<file path="src/rtl/rv_pkg.sv">
// Shared pipeline constants and types for the register-read stage.
package rv_pkg;

    localparam int XLEN   = 32;
    localparam int REG_AW = 5;
    localparam int CTRL_W = 16;

    typedef enum logic [1:0] {
        OF_IDLE = 2'd0,
        OF_READ = 2'd1,
        OF_HOLD = 2'd2
    } opfetch_state_t;

    // True when a writeback targets a real (non-x0) source register.
    function automatic logic wb_hits(input logic wr,
                                     input logic [REG_AW-1:0] wb_rd,
                                     input logic [REG_AW-1:0] rs);
        return wr && (wb_rd == rs) && (rs != 5'd0);
    endfunction

endpackage

</file>
<file path="src/rtl/opfetch_fwd.sv">
// Per-operand forwarding mux: live writeback override with x0 forced to zero.
module opfetch_fwd
    import rv_pkg::*;
#(
    parameter int W = XLEN
) (
    input  logic [REG_AW-1:0] idx,
    input  logic [W-1:0]      src,
    input  logic              wb_wr,
    input  logic [REG_AW-1:0] wb_rd,
    input  logic [W-1:0]      wb_data,
    output logic [W-1:0]      operand
);

    // Select x0 zero, same-cycle writeback, or the stage's own source.
    always_comb begin
        operand = src;
        if (idx == 5'd0) begin
            operand = {W{1'b0}};
        end else if (wb_hits(wb_wr, wb_rd, idx)) begin
            operand = wb_data;
        end else begin
            operand = src;
        end
    end

endmodule

</file>
<file path="src/rtl/operand_fetch.sv">
// Register-read stage: drives regfile addresses, captures 1-cycle-late data, holds under back-pressure.
// Build option OPFETCH_BYPASS_EN enables pending-bypass capture and live writeback forwarding.
module operand_fetch
    import rv_pkg::*;
#(
    parameter int XLEN   = rv_pkg::XLEN,
    parameter int CTRL_W = rv_pkg::CTRL_W
) (
    input  logic              clk,
    input  logic              rstn,
    input  logic              flush,
    input  logic              in_valid,
    output logic              in_ready,
    input  logic [4:0]        in_rs1,
    input  logic [4:0]        in_rs2,
    input  logic [4:0]        in_rd,
    input  logic [XLEN-1:0]   in_pc,
    input  logic [XLEN-1:0]   in_imm,
    input  logic [CTRL_W-1:0] in_ctrl,
    output logic [4:0]        rf_rs1,
    output logic [4:0]        rf_rs2,
    input  logic [XLEN-1:0]   rf_rs1_d,
    input  logic [XLEN-1:0]   rf_rs2_d,
    input  logic              wb_wr,
    input  logic [4:0]        wb_rd,
    input  logic [XLEN-1:0]   wb_data,
    output logic              out_valid,
    input  logic              out_ready,
    output logic [XLEN-1:0]   out_rs1_d,
    output logic [XLEN-1:0]   out_rs2_d,
    output logic [4:0]        out_rd,
    output logic [XLEN-1:0]   out_pc,
    output logic [XLEN-1:0]   out_imm,
    output logic [CTRL_W-1:0] out_ctrl
);

`ifdef OPFETCH_BYPASS_EN
    localparam logic BYPASS_EN = 1'b1;
`else
    localparam logic BYPASS_EN = 1'b0;
`endif

    opfetch_state_t state_r, state_next_s;
    logic             in_ready_s, accept_s, fwd_wr_s;
    logic [4:0]       rs1_r, rs2_r;
    logic [XLEN-1:0]  held1_r, held2_r;
    logic [XLEN-1:0]  src1_s, src2_s, op1_s, op2_s;

    assign in_ready_s = !flush && ((state_r == OF_IDLE) || out_ready);
    assign accept_s   = in_valid && in_ready_s;
    assign in_ready   = in_ready_s;
    assign out_valid  = (state_r != OF_IDLE);
    assign fwd_wr_s   = wb_wr & BYPASS_EN;
    assign rf_rs1     = rstn ? in_rs1 : 5'd0;
    assign rf_rs2     = rstn ? in_rs2 : 5'd0;

    // State register.
    always_ff @(posedge clk or negedge rstn) begin
        if (!rstn) begin
            state_r <= OF_IDLE;
        end else begin
            state_r <= state_next_s;
        end
    end

    // Next-state: flush wins, a transfer with a new accept refills READ with no bubble.
    always_comb begin
        state_next_s = state_r;
        if (flush) begin
            state_next_s = OF_IDLE;
        end else begin
            case (state_r)
                OF_IDLE: begin
                    if (accept_s) state_next_s = OF_READ;
                    else          state_next_s = OF_IDLE;
                end
                OF_READ, OF_HOLD: begin
                    if (out_ready) state_next_s = accept_s ? OF_READ : OF_IDLE;
                    else           state_next_s = OF_HOLD;
                end
                default: state_next_s = OF_IDLE;
            endcase
        end
    end

    // Capture pass-through fields and source indices on accept.
    always_ff @(posedge clk or negedge rstn) begin
        if (!rstn) begin
            rs1_r    <= 5'd0;
            rs2_r    <= 5'd0;
            out_rd   <= 5'd0;
            out_pc   <= {XLEN{1'b0}};
            out_imm  <= {XLEN{1'b0}};
            out_ctrl <= {CTRL_W{1'b0}};
        end else if (accept_s) begin
            rs1_r    <= in_rs1;
            rs2_r    <= in_rs2;
            out_rd   <= in_rd;
            out_pc   <= in_pc;
            out_imm  <= in_imm;
            out_ctrl <= in_ctrl;
        end
    end

`ifdef OPFETCH_BYPASS_EN
    logic            pend1_r, pend2_r;
    logic [XLEN-1:0] pend_data1_r, pend_data2_r;

    // A write on the accept edge is invisible to the regfile read, so remember it.
    always_ff @(posedge clk or negedge rstn) begin
        if (!rstn) begin
            pend1_r      <= 1'b0;
            pend2_r      <= 1'b0;
            pend_data1_r <= {XLEN{1'b0}};
            pend_data2_r <= {XLEN{1'b0}};
        end else if (accept_s) begin
            pend1_r      <= wb_hits(wb_wr, wb_rd, in_rs1);
            pend2_r      <= wb_hits(wb_wr, wb_rd, in_rs2);
            pend_data1_r <= wb_data;
            pend_data2_r <= wb_data;
        end
    end

    assign src1_s = (state_r == OF_READ) ? (pend1_r ? pend_data1_r : rf_rs1_d) : held1_r;
    assign src2_s = (state_r == OF_READ) ? (pend2_r ? pend_data2_r : rf_rs2_d) : held2_r;

    // Track the forwarded operand every stalled cycle so later writebacks stay visible.
    always_ff @(posedge clk or negedge rstn) begin
        if (!rstn) begin
            held1_r <= {XLEN{1'b0}};
            held2_r <= {XLEN{1'b0}};
        end else if (!flush && (state_r != OF_IDLE) && !out_ready) begin
            held1_r <= op1_s;
            held2_r <= op2_s;
        end
    end
`else
    assign src1_s = (state_r == OF_READ) ? rf_rs1_d : held1_r;
    assign src2_s = (state_r == OF_READ) ? rf_rs2_d : held2_r;

    // Freeze the regfile data once on entry to HOLD.
    always_ff @(posedge clk or negedge rstn) begin
        if (!rstn) begin
            held1_r <= {XLEN{1'b0}};
            held2_r <= {XLEN{1'b0}};
        end else if (!flush && (state_r == OF_READ) && !out_ready) begin
            held1_r <= op1_s;
            held2_r <= op2_s;
        end
    end
`endif

    opfetch_fwd #(.W(XLEN)) u_fwd1 (
        .idx     (rs1_r),
        .src     (src1_s),
        .wb_wr   (fwd_wr_s),
        .wb_rd   (wb_rd),
        .wb_data (wb_data),
        .operand (op1_s)
    );

    opfetch_fwd #(.W(XLEN)) u_fwd2 (
        .idx     (rs2_r),
        .src     (src2_s),
        .wb_wr   (fwd_wr_s),
        .wb_rd   (wb_rd),
        .wb_data (wb_data),
        .operand (op2_s)
    );

    assign out_rs1_d = op1_s;
    assign out_rs2_d = op2_s;

endmodule

</file>
<file path="config.mk">
export PLATFORM = sky130hd
export DESIGN_NAME = operand_fetch
export DESIGN_NICKNAME = d
export VERILOG_FILES = /design/src/rtl/rv_pkg.sv /design/src/rtl/opfetch_fwd.sv /design/src/rtl/operand_fetch.sv
export SDC_FILE = /design/constraint.sdc
export NUM_CORES = 1
export LEC_CHECK = 0
export ABC_AREA = 1
export BUFFER_PORTS_ARGS = -buffer_cell sky130_fd_sc_hd__clkbuf_2
export CORE_AREA = 4 4 138 140
export CTS_CLUSTER_DIAMETER = 80
export CTS_CLUSTER_SIZE = 25
export DETAILED_ROUTE_END_ITERATION = 10
export DIE_AREA = 0 0 142 144
export PLACE_DENSITY = 0.76
export RECOVER_POWER = 100
export SYNTH_ARGS = -nofsm -noshare
export SYNTH_HDL_FRONTEND = slang
export SYNTH_SLANG_ARGS = --single-unit
</file>
<file path="constraint.sdc">
create_clock -name clk -period 1.67 [get_ports clk]
set_input_delay 0.334 -clock clk [delete_from_list [all_inputs] [get_ports clk]]
set_output_delay 0.334 -clock clk [all_outputs]
set_load 0.01 [all_outputs]
</file>
==> impl_metrics.tcl <==
set metrics [dict create \
    status "finished with violations" \
    violations "negative setup slack" \
    drv_slew 0 \
    regArea_mm2 0.00403 \
    critPathCaptureType "primary output" \
    cts_tree "yes" \
    ys_warn_count 0 \
    drc 0 \
    fin_nets 1674 \
    row_count 49 \
    leakage_nw 7.13 \
    clkLatencyLatePin_ps 420 \
    via_count 7999 \
    ys_types 18 \
    synth_top_family_by_area "simple AND/OR/NAND/NOR gates" \
    start_kind "flop" \
    crit_start "state_r[1]" \
    synthMuxAreaShare_pct 0 \
    wl_um 25100 \
    p_comb_share_pct 31.2 \
    io_buffers 324 \
    worst_clock_skew_ps 15.8 \
    die-area_mm2 0.0204 \
    worstSetupPathType "reg -> out" \
    cts_buffer_depth 2 \
    ant_nets 0 \
    crit_arrival_ps 1780 \
    die_height_um 144 \
    p_switching_mw 4.26 \
    syn_to_final_growth_pct 48.1 \
    path_buf_inv 4 \
    swShare_pct 33.3 \
    clock-sinks 161 \
    mostFrequentLayoutCells "nand2_1 (461), clkbuf_2 (211), inv_1 (170), dfrtp_1 (161), clkbuf_1 (90)" \
    wl_per_cell_um 14.7 \
    grt_pass1_wl_um 34600 \
    timing.final.ws_setup_ps -440 \
    seq_area_frac_synth_pct 51.5 \
    core_mm2 0.0178 \
    ir_drop_uv 667 \
    start_util_pct 43.8 \
    powerDensity_mw_per_mm2 1110 \
    grt_max_degree 89 \
    timing.fmax_ghz 0.474 \
    relSlewSlack_pct 45.7 \
    drt_first_pass_iters 5 \
    cp_max_fo 33 \
    final_common_cell "nand2_1" \
    timing.hold.ws_ps 120 \
    die_w_um 142 \
    syn-num-nets 1270 \
    setup_viol 226 \
    finalHoldViolations 0 \
    cap_violations 0 \
    drive_above_1_share_pct 31.5 \
    h-tree-depth 4 \
    avgSynthCellArea_um2 7.34 \
    synthAdderAreaFrac_pct 0.480 \
    cp_num_cells 8 \
    cts_buffers 17 \
    cp.required_ps 1340 \
    grtUsageTotal_pct 21.0 \
    hold_path_class "in -> reg" \
    pwr-share-clk_pct 29.7 \
    drt_iter0_markers 410 \
    cpMaxStageDelayCell "dfrtp_1" \
    r2r_setup_slack_ps -230 \
    dpl.hpwl_um 15600 \
    ys_ff_latch 161 \
    max_slew.worst_pin.slew_ps 815 \
    fin_crit_ps 2110 \
    crit_top_cell "nand2_1" \
    max_stage_delay_ps 390 \
    gp_congestion 0.825 \
    clkTransAtPathRegs_ps 70 \
    cp_cell_sequence "inv_2 -> ha_4 -> buf_12 -> nand2_1 -> nand2_2 -> nand2_1 -> inv_1 -> clkbuf_2" \
    synth-compound-area-share_pct 6.44 \
    io_pins 363 \
    reg2reg_depth 13 \
    multi_input_area_mm2 0.00306 \
    grt_overflow_total 0 \
    p_seq_share_pct 39.1 \
    reg2reg_to "out_rd[1]" \
    diodes 0 \
    synthXorXnorAreaFrac_pct 0 \
    post-place-ws_ps -64.3 \
    yosys.area_share.simple_pct 28.4 \
    antenna_found_initial 2 \
    reg2reg_from "state_r[0]" \
    rsz0062_at_grt "yes" \
    cts_root_buffer "clkbuf_16" \
    post_synth_inst_count 1065 \
    intPower_mw 8.54 \
    grt_pass1_vias 6959 \
    fill_cells 1532 \
    viasPerCell 4.68 \
    syn-cell-area_mm2 0.00782 \
    cp-endpoint "out_rs2_d[26]" \
    crit_family "buffers and inverters" \
    period_share_pct 126 \
]
[metal layers]
metal,wire [µm],GRT usage (%)
met1,9690,27.1
met2,12600,34.0
met3,2100,7.01
met4,626,6.26
met5,13,0
[worst min-delay path: stages]
cell,delay (ps)
clkbuf_2,80
inv_1,40
o21ai_1,50
[cell type report]
class,instances,area share (%)
Clock buffer,18,3.79
Clock inverter,13,1.10
Inverter,178,5.84
Multi-Input combinational cell,669,26.5
Sequential cell,161,34.8
Tap cell,229,2.48
Timing Repair Buffer,442,25.5
[worst min path at each step]
| stage | start | end | cells past startpoint | slack (ps) |
|---|---|---|---|---|
| 3_3_place_gp | rstn | held2_r[26] | 1 | 210 |
| 5_1_grt | in_ctrl[1] | out_ctrl[1] | 3 | 110 |
| 3_5_place_dp | rstn | held2_r[26] | 1 | 210 |
| 2_1_floorplan | rstn | held1_r[0] | 0 | 40 |
| 4_1_cts | rstn | rs2_r[1] | 2 | 40 |
| 6_report | in_pc[27] | out_pc[27] | 3 | 120 |
[state kept, by name, indices dropped and copies added, names as in the netlist]
signal,count
held2_r,32
held1_r,32
out_imm,32
state_r,2
rs1_r,5
out_rd,5
out_pc,32
rs2_r,5
out_ctrl,16
[power groups by stage]
stage	logic, mW	registers (mW)	clock network, mW
after floorplan	1.73	5.14	0
after global placement	3.60	5.01	0
after detailed placement	3.68	5.03	0
after CTS	3.73	4.97	3.90
after global routing	4.46	5.07	4.11
final	3.99	5.00	3.80
[metrics by stage]
stage	total power [mW]	TNS, ps	instance area, µm²	utilization [%]	std cells
4_1_cts	12.6	-35460	10800	60.6	1673
6_report	12.8	-39980	11600	64.9	1710
2_1_floorplan	6.86	0	7820	-	1065
3_5_place_dp	8.71	-2990	10100	56.8	1637
5_1_grt	13.6	-71610	11600	64.9	1710
3_3_place_gp	8.61	-1070	10100	56.8	1637
[synthesized netlist by cell type]
cell | instances | area, µm²
nand2_1 | 492 | 1850
buf_6 | 11 | 124
inv_2 | 4 | 15.0
clkbuf_1 | 22 | 82.6
nand3_1 | 66 | 330
o21ai_0 | 5 | 25.0
nor2_1 | 5 | 18.8
buf_2 | 21 | 105
nor2_2 | 1 | 6.26
o21ai_2 | 6 | 52.6
nand3_2 | 1 | 10.0
inv_1 | 174 | 653
dfrtp_1 | 161 | 4030
buf_4 | 6 | 45.0
nor3_1 | 2 | 10.0
a21oi_1 | 1 | 5.00
ha_1 | 3 | 37.5
o21ai_1 | 84 | 420
[kinds of logic (layout without fill, tap and decap cells)]
group           after synthesis  in the layout
buf+inv                     238            651
flops                       161            161
fa+ha+maj                     3              3
simple gates                567            570
compound gates               96             96
[timing repair]
action,4_1_cts,5_1_grt
pin swaps,4,2
setup endpoints to repair,130,225
gates cloned,1,25
endpoints found under the hold margin,15,0
hold buffers,1,0
setup buffers,3,12
resized for setup,12,119
Note: power is estimated with default switching activity, not from simulation.
